<file path="src/rtl/zc_phase_gen.sv">
// Zadoff-Chu phase index generator: streams q*m*(m+1) mod 2*Nzc, m = n mod Nzc, multiplier-free.
// Define ZC_CONJ_EN to add the conj input that selects the conjugate phase (2*Nzc - acc) mod 2*Nzc.
module zc_phase_gen #(
  parameter int W_N = 10,
  parameter int W_P = 11
) (
  input  logic           clk,
  input  logic           rst_n,
  input  logic           start,
  input  logic [W_N-1:0] Mzc,
  input  logic [W_N-1:0] Nzc,
  input  logic [W_N-1:0] q,
`ifdef ZC_CONJ_EN
  input  logic           conj,
`endif
  input  logic           out_ready,
  output logic           out_valid,
  output logic [W_P-1:0] phase,
  output logic [W_N-1:0] n_idx,
  output logic           last,
  output logic           busy,
  output logic           param_err
);

  typedef enum logic [1:0] {IDLE, SETUP, RUN} state_t;

  state_t         state_reg;
  logic [W_N-1:0] mzc_reg, nzc_reg, q_reg, m_reg, n_reg;
  logic [W_P-1:0] two_n_reg, two_q_reg, acc_reg, d_reg;
`ifdef ZC_CONJ_EN
  logic           conj_reg;
`endif

  logic           accept, wrap, illegal;
  logic [W_P-1:0] acc_next, d_next;
  logic [W_N-1:0] m_next, n_next;

  // Both operands are already reduced, so a single conditional subtract suffices.
  function automatic logic [W_P-1:0] modadd(input logic [W_P-1:0] a, input logic [W_P-1:0] b,
                                            input logic [W_P-1:0] m2);
    logic [W_P:0] s;
    s = {1'b0, a} + {1'b0, b};
    if (s >= {1'b0, m2})
      s = s - {1'b0, m2};
    return s[W_P-1:0];
  endfunction

  function automatic logic [W_P-1:0] phase_map(input logic [W_P-1:0] a);
    logic [W_P-1:0] p;
    p = a;
`ifdef ZC_CONJ_EN
    if (conj_reg && (a != '0))
      p = two_n_reg - a;
`endif
    return p;
  endfunction

  always_comb begin
    accept   = out_valid && out_ready;
    wrap     = (m_reg == nzc_reg - W_N'(1));
    illegal  = (q_reg == '0) || (q_reg >= nzc_reg) || (mzc_reg == '0) ||
               (mzc_reg < nzc_reg) || (nzc_reg < W_N'(3)) || !nzc_reg[0];
    acc_next = modadd(acc_reg, d_reg, two_n_reg);
    d_next   = modadd(d_reg, two_q_reg, two_n_reg);
    m_next   = m_reg + W_N'(1);
    n_next   = n_reg + W_N'(1);
    // Restart the period explicitly at m = Nzc-1 rather than trusting the accumulator.
    if (wrap) begin
      acc_next = '0;
      d_next   = two_q_reg;
      m_next   = '0;
    end
  end

  assign n_idx = n_reg;

  always_ff @(posedge clk or negedge rst_n) begin
    if (!rst_n) begin
      state_reg <= IDLE;
      mzc_reg   <= '0;
      nzc_reg   <= '0;
      q_reg     <= '0;
      two_n_reg <= '0;
      two_q_reg <= '0;
      acc_reg   <= '0;
      d_reg     <= '0;
      m_reg     <= '0;
      n_reg     <= '0;
`ifdef ZC_CONJ_EN
      conj_reg  <= 1'b0;
`endif
      out_valid <= 1'b0;
      phase     <= '0;
      last      <= 1'b0;
      busy      <= 1'b0;
      param_err <= 1'b0;
    end else begin
      param_err <= 1'b0;
      case (state_reg)
        IDLE: begin
          if (start) begin
            mzc_reg   <= Mzc;
            nzc_reg   <= Nzc;
            q_reg     <= q;
            two_n_reg <= W_P'({Nzc, 1'b0});
            two_q_reg <= W_P'({q, 1'b0});
`ifdef ZC_CONJ_EN
            conj_reg  <= conj;
`endif
            busy      <= 1'b1;
            state_reg <= SETUP;
          end
        end
        SETUP: begin
          if (illegal) begin
            param_err <= 1'b1;
            busy      <= 1'b0;
            state_reg <= IDLE;
          end else begin
            acc_reg   <= '0;
            d_reg     <= two_q_reg;
            m_reg     <= '0;
            n_reg     <= '0;
            phase     <= '0;
            last      <= (mzc_reg == W_N'(1));
            out_valid <= 1'b1;
            state_reg <= RUN;
          end
        end
        RUN: begin
          if (accept) begin
            if (last) begin
              out_valid <= 1'b0;
              last      <= 1'b0;
              busy      <= 1'b0;
              state_reg <= IDLE;
            end else begin
              acc_reg <= acc_next;
              d_reg   <= d_next;
              m_reg   <= m_next;
              n_reg   <= n_next;
              phase   <= phase_map(acc_next);
              last    <= (n_next == mzc_reg - W_N'(1));
            end
          end
        end
        default: state_reg <= IDLE;
      endcase
    end
  end

endmodule

</file>
<file path="config.mk">
export PLATFORM = sky130hd
export DESIGN_NAME = zc_phase_gen
export DESIGN_NICKNAME = d
export VERILOG_FILES = /design/src/rtl/zc_phase_gen.sv
export SDC_FILE = /design/constraint.sdc
export NUM_CORES = 1
export LEC_CHECK = 0
export CAP_MARGIN = 20
export CORE_MARGIN = 3
export CORE_UTILIZATION = 60
export DETAILED_ROUTE_END_ITERATION = 8
export DONT_BUFFER_PORTS = 1
export HOLD_SLACK_MARGIN = 0.02
export MAX_ROUTING_LAYER = met4
export PLACE_DENSITY = 0.78
export SLEW_MARGIN = 5
export SYNTH_ARGS = -nofsm -noshare
export SYNTH_HDL_FRONTEND = slang
export SYNTH_SLANG_ARGS = --single-unit
</file>
<file path="constraint.sdc">
create_clock -name clk -period 6.5 [get_ports clk]
set_clock_uncertainty 0.05 [all_clocks]
set_input_delay 0.65 -clock clk [delete_from_list [all_inputs] [get_ports clk]]
set_output_delay 0.65 -clock clk [all_outputs]
set_load 0.01 [all_outputs]
</file>
Word-level counts from Yosys, hierarchy flattened
Index checks and enable logic that the tools add are counted.
{"block": "word_totals", "regBits": 78, "inputBits": 34, "elab_cells": 92}
{"block": "classes", "n_addsub": 8, "order_cmp": 5, "eq_ne": 11, "n_mux": 38, "reduce_logical": 18}
{"op": "$mux W11", "count": 10}
{"op": "$mux W10", "count": 6}
{"op": "$pmux W11 S2", "count": 2}
{"op": "$pmux W10 S2", "count": 2}
{"op": "$add A11 B11 Y12", "count": 2}
{"op": "$ge A12 B11 Y1", "count": 2}
{"op": "$sub A11 B11 Y11", "count": 2}
{"op": "$add A10 B1 Y10 const B", "count": 2}
{"op": "$eq A10 B10 Y1", "count": 2}
{"op": "$logic_not A10 Y1", "count": 2}
{"op": "$sub A10 B1 Y10 const B", "count": 2}
{"op": "$ne A2 B2 Y1 const B", "count": 6}
{"op": "$eq A10 B1 Y1 const B", "count": 1}
{"op": "$ge A10 B10 Y1", "count": 1}
{"op": "$lt A10 B10 Y1", "count": 1}
{"op": "$lt A10 B2 Y1 const B", "count": 1}
{"op": "$mux W1", "count": 10}
{"op": "$mux W2", "count": 4}
{"op": "$reduce_and A4 Y1", "count": 2}
{"op": "$pmux W2 S3", "count": 1}
{"op": "$reduce_and A3 Y1", "count": 2}
{"op": "$logic_or A1 B1 Y1", "count": 5}
{"op": "$reduce_and A5 Y1", "count": 1}
{"op": "$pmux W1 S2", "count": 2}
{"op": "9 further kinds", "count": 9}

Logic depth before layout (Yosys ltp)
Gate-level depths: netlist of the first run.
{"block": "logic_depth", "depth_word": 8, "mapped_depth": 16, "mapped_depth_nobuf": 15}

Worst setup path after synthesis of the first run
No wires, ideal clock.
{"block": "synth_path", "path_kind": "reg-to-reg", "from": "register two_q_reg[5]", "to": "register d_reg[5]", "setup_time_ns": 0.122, "t_arrival_ns": 3.793, "path_slack_ns": 2.536, "path_stages_with_launch": 15, "synth_period_minus_slack_ns": 3.964, "path_cell_list": "dfrtp_1 ha_1 and2_1 a31o_1 o31ai_1 or4b_1 o211ai_1 ha_1 and3_1 o31a_1 a2111oi_4 buf_2 mux2_2 mux2i_1 o21ai_1"}
{"block": "synth_via", "elab_chain_len": 8}
{"item": "start: declaration", "line_no": "29", "source": "logic [W_P-1:0] two_n_reg, two_q_reg, acc_reg, d_reg;"}
{"item": "start signal: assignment", "line_no": "106", "source": "two_q_reg <= W_P'({q, 1'b0});"}
{"item": "branches (longest 8 deep; another with $add A11 B11 Y12)"}
{"item": "end signal: assignment", "line_no": "121", "source": "d_reg <= two_q_reg;"}
{"item": "end signal: assignment", "line_no": "139", "source": "d_reg <= d_next;"}
{"item": "end: declaration", "line_no": "29"}
Parallel ways; which one is timed is not known. The select of a mux whose other input is x is not followed.
A chain may end at the register's enable or synchronous reset.

Final worst setup path of the first run
{"block": "layout_path", "from": "register two_q_reg[5]", "to": "register d_reg[10]"}
The elaborated chain is that of the path after synthesis.

==> results of run 1 <==
final cells by class:
cell class,count,area share [%]
multi-input combinational,567,64.0
sequential,77,28.1
tap,136,2.48
inverter,36,1.97
clock buffer,11,1.91
clock inverter,5,0.875
timing repair buffer,4,0.729
synth_stat cells (10+ instances only):
master / instances
o21ai_1: 29
ha_1: 70
nand2_1: 60
nor2_1: 29
inv_1: 35
xor2_1: 19
a22o_1: 14
mux2i_1: 20
dfrtp_1: 77
nor3_1: 21
a21oi_1: 29
o21ai_0: 18
mux2_2: 36
and3_1: 10
nand2b_1: 10
nand3_1: 24
xnor2_1: 39
through the flow:
step | utilization (%) | hold slack [ps]
3_3_place_gp | 63.2 | 306
3_5_place_dp | 63.2 | 307
4_1_cts | 65.3 | 122
6_report | 65.3 | 87.6
2_1_floorplan | - | 304
5_1_grt | 65.3 | 109
worst register-to-register path, delay by kind of cell, from the launching register on:
family                     cells  cell delay, ps
adders and majority gates      2             710
muxes                          1             420
DFF                            1             460
and+or+nand+nor                3             860
AOI/OAI and AO/OA              6            2020
logic make-up after synthesis:
| kind of cell | count (synthesis) | synth area share (%) |
|---|---|---|
| compound gates | 168 | 18.2 |
| xor+xnor | 59 | 8.07 |
| fa+ha+maj | 74 | 14.5 |
| buf+inv | 56 | 3.92 |
| flops | 77 | 29.3 |
| mux | 57 | 9.38 |
| other cells | 1 | 0.0570 |
| simple gates | 208 | 16.5 |
routing by layer:
layer,wire length [um],up-vias,track usage (%)
met5,0,-,-
met4,272,0,7.39
met3,936,29,6.33
met2,7740,159,45.1
met1,7180,2581,35.5
li1,-,2566,-
worst max path at each step:
stage                                        start                     to  slack [ps]  cells after the start
after floorplan           two_q_reg[5]$_DFFE_PN0P_   d_reg[5]$_DFFE_PN0P_        2540                     14
after global routing      two_q_reg[5]$_DFFE_PN0P_  d_reg[10]$_DFFE_PN0P_        1630                     12
after global placement    two_q_reg[5]$_DFFE_PN0P_  d_reg[10]$_DFFE_PN0P_        1990                     12
after detailed placement  two_q_reg[5]$_DFFE_PN0P_  d_reg[10]$_DFFE_PN0P_        1920                     12
final                     two_q_reg[5]$_DFFE_PN0P_  d_reg[10]$_DFFE_PN0P_        1870                     12
after CTS                 two_q_reg[5]$_DFFE_PN0P_  d_reg[10]$_DFFE_PN0P_        1900                     12
what timing repair did:
item | in CTS | in global routing
hold buffers | 1 | 0
endpoints found under the hold margin | 77 | 0
resized for setup | 0 | 0
==> flow_metrics.env, run 1 <==
export IMPL_tns_ps=0
export IMPL_synth_seq_cells=77
export IMPL_maxCapViolCount=0
export IMPL_r2r_cells=12
export IMPL_place_area_sq_um=6640
export IMPL_wirelength_um=16100
export IMPL_clock_latency_ps=380
export IMPL_yosys_warnings=0
export IMPL_async_reset_ff_share_pct=100
export IMPL_pre_cts_ws_ps=1920
export IMPL_vias=5335
export IMPL_boundaryPins=59
export IMPL_grt_pass1_vias=5351
export IMPL_core_area_sq_um=10500
export IMPL_seqCellArea_sq_um=1930
export IMPL_crit_slowest_cell="a2111oi_4"
export IMPL_synthDistinctLibCells=73
export IMPL_synth_cells=700
export IMPL_period_share_pct=71.2
export IMPL_synth_avg_cell_area_sq_um=9.39
export IMPL_critPathMaxStageDelay_ps=810
export IMPL_fin_ws_ps=1870
export IMPL_min_path_type="primary input to async pin"
export IMPL_status="complete, no violations"
export IMPL_cp_top_family="compound AO/OA/AOI/OAI gates"
export IMPL_timing_fmax_mhz=216
export IMPL_drive_gt1_share_pct=10.1
export IMPL_layout_commonest_cell="dfrtp_1"
export IMPL_rsz0062_at_grt="false"
export IMPL_syn_num_nets=808
export IMPL_required_ps=6710
export IMPL_slew_headroom_pct=38.7
export IMPL_synth_area_sq_um=6570
export IMPL_stdcell_count=836
export IMPL_worst_setup_path_type="flip-flop to flip-flop"
export IMPL_cp_num_buf_inv=0
export IMPL_place_congestion=0.950
export IMPL_setup_viol=0
export IMPL_cts_path_max_buffers=2
export IMPL_start_util_pct=62.6
export IMPL_die_h_um=111
export IMPL_multi_input_area_sq_um=4390
export IMPL_synth_ff_type="dfrtp_1"
export IMPL_period_needed_ps=4630
export IMPL_layout_common_cells="dfrtp_1 (77), ha_1 (70), nand2_1 (60)"
export IMPL_synth_area_leaders="dfrtp_1 (29%), ha_1 (13%), mux2_2 (6.2%)"
export IMPL_overflow=0
export IMPL_die_area_sq_um=12200
export IMPL_critPathMaxFanout=14
export IMPL_fill_cells=840
export IMPL_tightest_slew_ps=920
export IMPL_drc=0
export IMPL_grt_use_total_pct=27.9
export IMPL_cp_arrival_ps=4840
export IMPL_dpl_cell_count=819
export IMPL_htreeDepth=3
export IMPL_cts_root_buf="clkbuf_8"
export IMPL_r2r_slack_ps=1870
export IMPL_placementRows=37
export IMPL_grt_pass1_wl_um=27100
export IMPL_yosys_area_top_type_share_pct=29.3
export IMPL_vias_per_cell=6.38
export IMPL_grt_start_max_net_pins=78
export IMPL_crit_top_cell="ha_1"
export IMPL_ant_nets=0
export IMPL_end_kind="flip-flop"
export IMPL_postLayoutCellArea_sq_um=6860
export IMPL_r2r_start="two_q_reg[5]$_DFFE_PN0P_"
export IMPL_cts_buffers=9
export IMPL_numClockSinks=77
export IMPL_wl_per_cell_um=19.3
export IMPL_synth_top_area_cell="dfrtp_1"
export IMPL_final_max_slew_viol_count=0
export IMPL_cts_tree="yes"
export IMPL_die_w_um=111
export IMPL_synth_seq_area_share_pct=29.3
export IMPL_hpwl_um=12000
export IMPL_area_delta_synth_final_pct=4.40
export IMPL_largest_reg_flops=11
export IMPL_antenna_found_initial=0
export IMPL_io_buffers=0
export IMPL_timing_rr_end="d_reg[10]$_DFFE_PN0P_"
export IMPL_clk_pin_slew_ps=90
export IMPL_synth_edff_count=0
export IMPL_diodes=0
export IMPL_final_hold_viol_count=0
export IMPL_detail_route_iter0_violations=366
export IMPL_fin_nets=803
export IMPL_worstPathCellList="ha_1, and2_1, a31o_1, o31ai_1, or4b_1, o211ai_1, ha_1, and3_1, o31a_1, a2111oi_4, mux2_2, a221o_1"
export IMPL_cts_setup_buffers=0
export IMPL_firstDrtPassIters=5
export IMPL_startpoint_type="flip-flop"
Power of run 1 is not shown: default switching activity piles up to over one toggle a cycle in this logic, so the estimate is an artifact.
==> inputs of run 2 (changes only) <==
--- a/config.mk
+++ b/config.mk
@@ -5,6 +5,7 @@
 export SDC_FILE = /design/constraint.sdc
 export NUM_CORES = 1
 export LEC_CHECK = 0
+export ABC_AREA = 1
 export CAP_MARGIN = 20
 export CORE_MARGIN = 3
 export CORE_UTILIZATION = 60
==> constraint.sdc (replaced) <==
create_clock -name clk -period 4.3 [get_ports clk]
set_clock_uncertainty 0.05 [all_clocks]
set_input_delay 0.43 -clock clk [delete_from_list [all_inputs] [get_ports clk]]
set_output_delay 0.43 -clock clk [all_outputs]
set_load 0.01 [all_outputs]
==> flow_metrics.env, run 2 <==
export IMPL_drive_gt1_share_pct=5.45
export IMPL_start_util_pct=62.2
export IMPL_clock_latency_ps=350
export IMPL_tightest_slew_ps=514
export IMPL_fin_nets=1094
export IMPL_overflow=0
export IMPL_area_delta_synth_final_pct=6.53
export IMPL_startpoint_type="flip-flop"
export IMPL_synthDistinctLibCells=46
export IMPL_yosys_cell_count_top_type="nand2_1"
export IMPL_antenna_found_initial=0
export IMPL_critPathMaxFanout=15
export IMPL_cts_path_max_buffers=2
export IMPL_synth_area_leaders="dfrtp_1 (28%), nand2_1 (14%), ha_1 (13%)"
export IMPL_core_area_sq_um=11000
export IMPL_synth_cells=983
export IMPL_final_hold_viol_count=0
export IMPL_die_h_um=113
export IMPL_clk_pin_slew_ps=60
export IMPL_place_congestion=0.966
export IMPL_maxCapViolCount=0
export IMPL_hold_depth=1
export IMPL_r2r_cells=17
export IMPL_timing_rr_end="d_reg[4]$_DFFE_PN0P_"
export IMPL_min_path_type="primary input to flip-flop"
export IMPL_vias=6392
export IMPL_synthTopCellsByCount="nand2_1 (251), inv_1 (132), nor2_1 (98), nand3_1 (82), dfrtp_1 (77)"
export IMPL_htreeDepth=3
export IMPL_synth_top_area_cell="dfrtp_1"
export IMPL_die_w_um=113
export IMPL_period_share_pct=90.9
export IMPL_required_ps=4490
export IMPL_diodes=0
export IMPL_io_buffers=0
export IMPL_synth_seq_area_share_pct=28.1
export IMPL_firstDrtPassIters=6
export IMPL_vias_per_cell=5.65
export IMPL_grt_start_max_net_pins=78
export IMPL_die_area_sq_um=12800
export IMPL_layout_common_cells="nand2_1 (249), inv_1 (132), nor2_1 (98)"
export IMPL_timing_fmax_mhz=256
export IMPL_synth_ff_type="dfrtp_1"
export IMPL_wl_per_cell_um=15.7
export IMPL_hold_worst_slack_ps=174
export IMPL_crit_slowest_cell="dfrtp_1"
export IMPL_min_from="q[4]"
export IMPL_end_kind="flip-flop"
export IMPL_slew_headroom_pct=65.4
export IMPL_yosys_warnings=0
export IMPL_placementRows=38
export IMPL_synth_edff_count=0
export IMPL_syn_num_nets=1091
export IMPL_wirelength_um=17800
export IMPL_ant_nets=0
export IMPL_final_max_slew_viol_count=0
export IMPL_r2r_start="d_reg[1]$_DFFE_PN0P_"
export IMPL_worstPathCellList="ha_1, inv_1, fa_1, o21ai_1, a21oi_1, o21ai_0, xor2_1, inv_1, ha_1, a21o_1, a21boi_0, nand3_1, o21ai_0, nand2_2, or2_2, nand3_1, nand2_1"
export IMPL_period_needed_ps=3910
export IMPL_cts_tree="yes"
export IMPL_synth_avg_cell_area_sq_um=6.98
export IMPL_layout_commonest_cell="nand2_1"
export IMPL_tns_ps=0
export IMPL_yosys_area_top_type_share_pct=28.1
export IMPL_synth_area_sq_um=6860
export IMPL_status="complete, no violations"
export IMPL_rsz0062_at_grt="false"
export IMPL_grt_pass1_wl_um=29000
export IMPL_hold_end="two_q_reg[5]$_DFFE_PN0P_"
export IMPL_grt_pass1_vias=5782
export IMPL_setup_viol=0
export IMPL_boundaryPins=59
export IMPL_grt_use_total_pct=29.7
export IMPL_worst_setup_path_type="flip-flop to flip-flop"
export IMPL_largest_reg_flops=11
export IMPL_drc=0
export IMPL_synth_seq_cells=77
export IMPL_critPathMaxStageDelay_ps=430
export IMPL_async_reset_ff_share_pct=100
export IMPL_hpwl_um=13300
export IMPL_cts_root_buf="clkbuf_16"
export IMPL_numClockSinks=77
export IMPL_r2r_slack_ps=390
export IMPL_cp_arrival_ps=4100
export IMPL_cts_buffers=9
export IMPL_detail_route_iter0_violations=540
[run 2: worst max-delay path by stage]
stage | start | endpoint | slack [ps] | cells past startpoint
after floorplan | d_reg[1]$_DFFE_PN0P_ | d_reg[9]$_DFFE_PN0P_ | 870 | 17
after global placement | d_reg[1]$_DFFE_PN0P_ | d_reg[9]$_DFFE_PN0P_ | 370 | 17
after detailed placement | d_reg[1]$_DFFE_PN0P_ | d_reg[10]$_DFFE_PN0P_ | 250 | 18
after CTS | d_reg[1]$_DFFE_PN0P_ | d_reg[10]$_DFFE_PN0P_ | 220 | 18
after global routing | d_reg[1]$_DFFE_PN0P_ | d_reg[10]$_DFFE_PN0P_ | 30 | 18
final | d_reg[1]$_DFFE_PN0P_ | d_reg[4]$_DFFE_PN0P_ | 390 | 17
[run 2: repair_timing]
action,CTS,global route
gates resized for setup,0,2
endpoints found under the hold margin,77,0
buffers inserted,0,0
hold buffers,2,0
setup endpoints to repair,0,10
[run 2: through the flow]
step	setup slack, ps	cell area [sq um]	cells	utilization [%]
floorplan	874	6860	983	-
global placement	369	6990	1113	63.3
detailed placement	250	6990	1113	63.3
CTS	215	7310	1131	66.3
global route	28.7	7310	1131	66.3
finish	392	7310	1131	66.3
[run 2: metal layers]
layer	routed length [um]	vias up	track usage, %
li1	-	3208	-
met1	8330	2912	41.5
met2	7790	240	44.9
met3	1230	32	3.69
met4	420	0	10.4
met5	0	-	-
[run 2: cell type report]
class                   instances  area [sq um]
multi-input cells             755          4330
clock buffers                  12           256
clock inverters                 4          30.0
fillers                       986          3720
repair buffers                  9          90.1
flip-flops and latches         77          1930
well taps                     140           175
inverters                     134           503
[run 2: critical path, delay by kind of cell (launching register included)]
kind / cells / cell delay [ps]
AOI/OAI and AO/OA: 6 / 1190
xor gates and xnor gates: 1 / 220
adders and majority gates: 3 / 990
buffers and inverters: 2 / 160
DFF: 1 / 430
and+or+nand+nor: 5 / 770
[run 2: cell families (layout without fill, tap and decap cells)]
logic type / Yosys count / in the layout / share of synthesized area (%)
AO/OA/AOI/OAI: 137 / 137 / 11.0
XOR/XNOR: 48 / 48 / 6.12
adder cells (fa/ha/maj): 74 / 74 / 13.9
buffers and inverters: 151 / 159 / 8.91
flip-flops: 77 / 77 / 28.1
multiplexers: 8 / 8 / 1.31
other: 1 / 1 / 0.0546
AND/OR/NAND/NOR: 487 / 487 / 30.6
Power of run 2 is left out for the same reason.
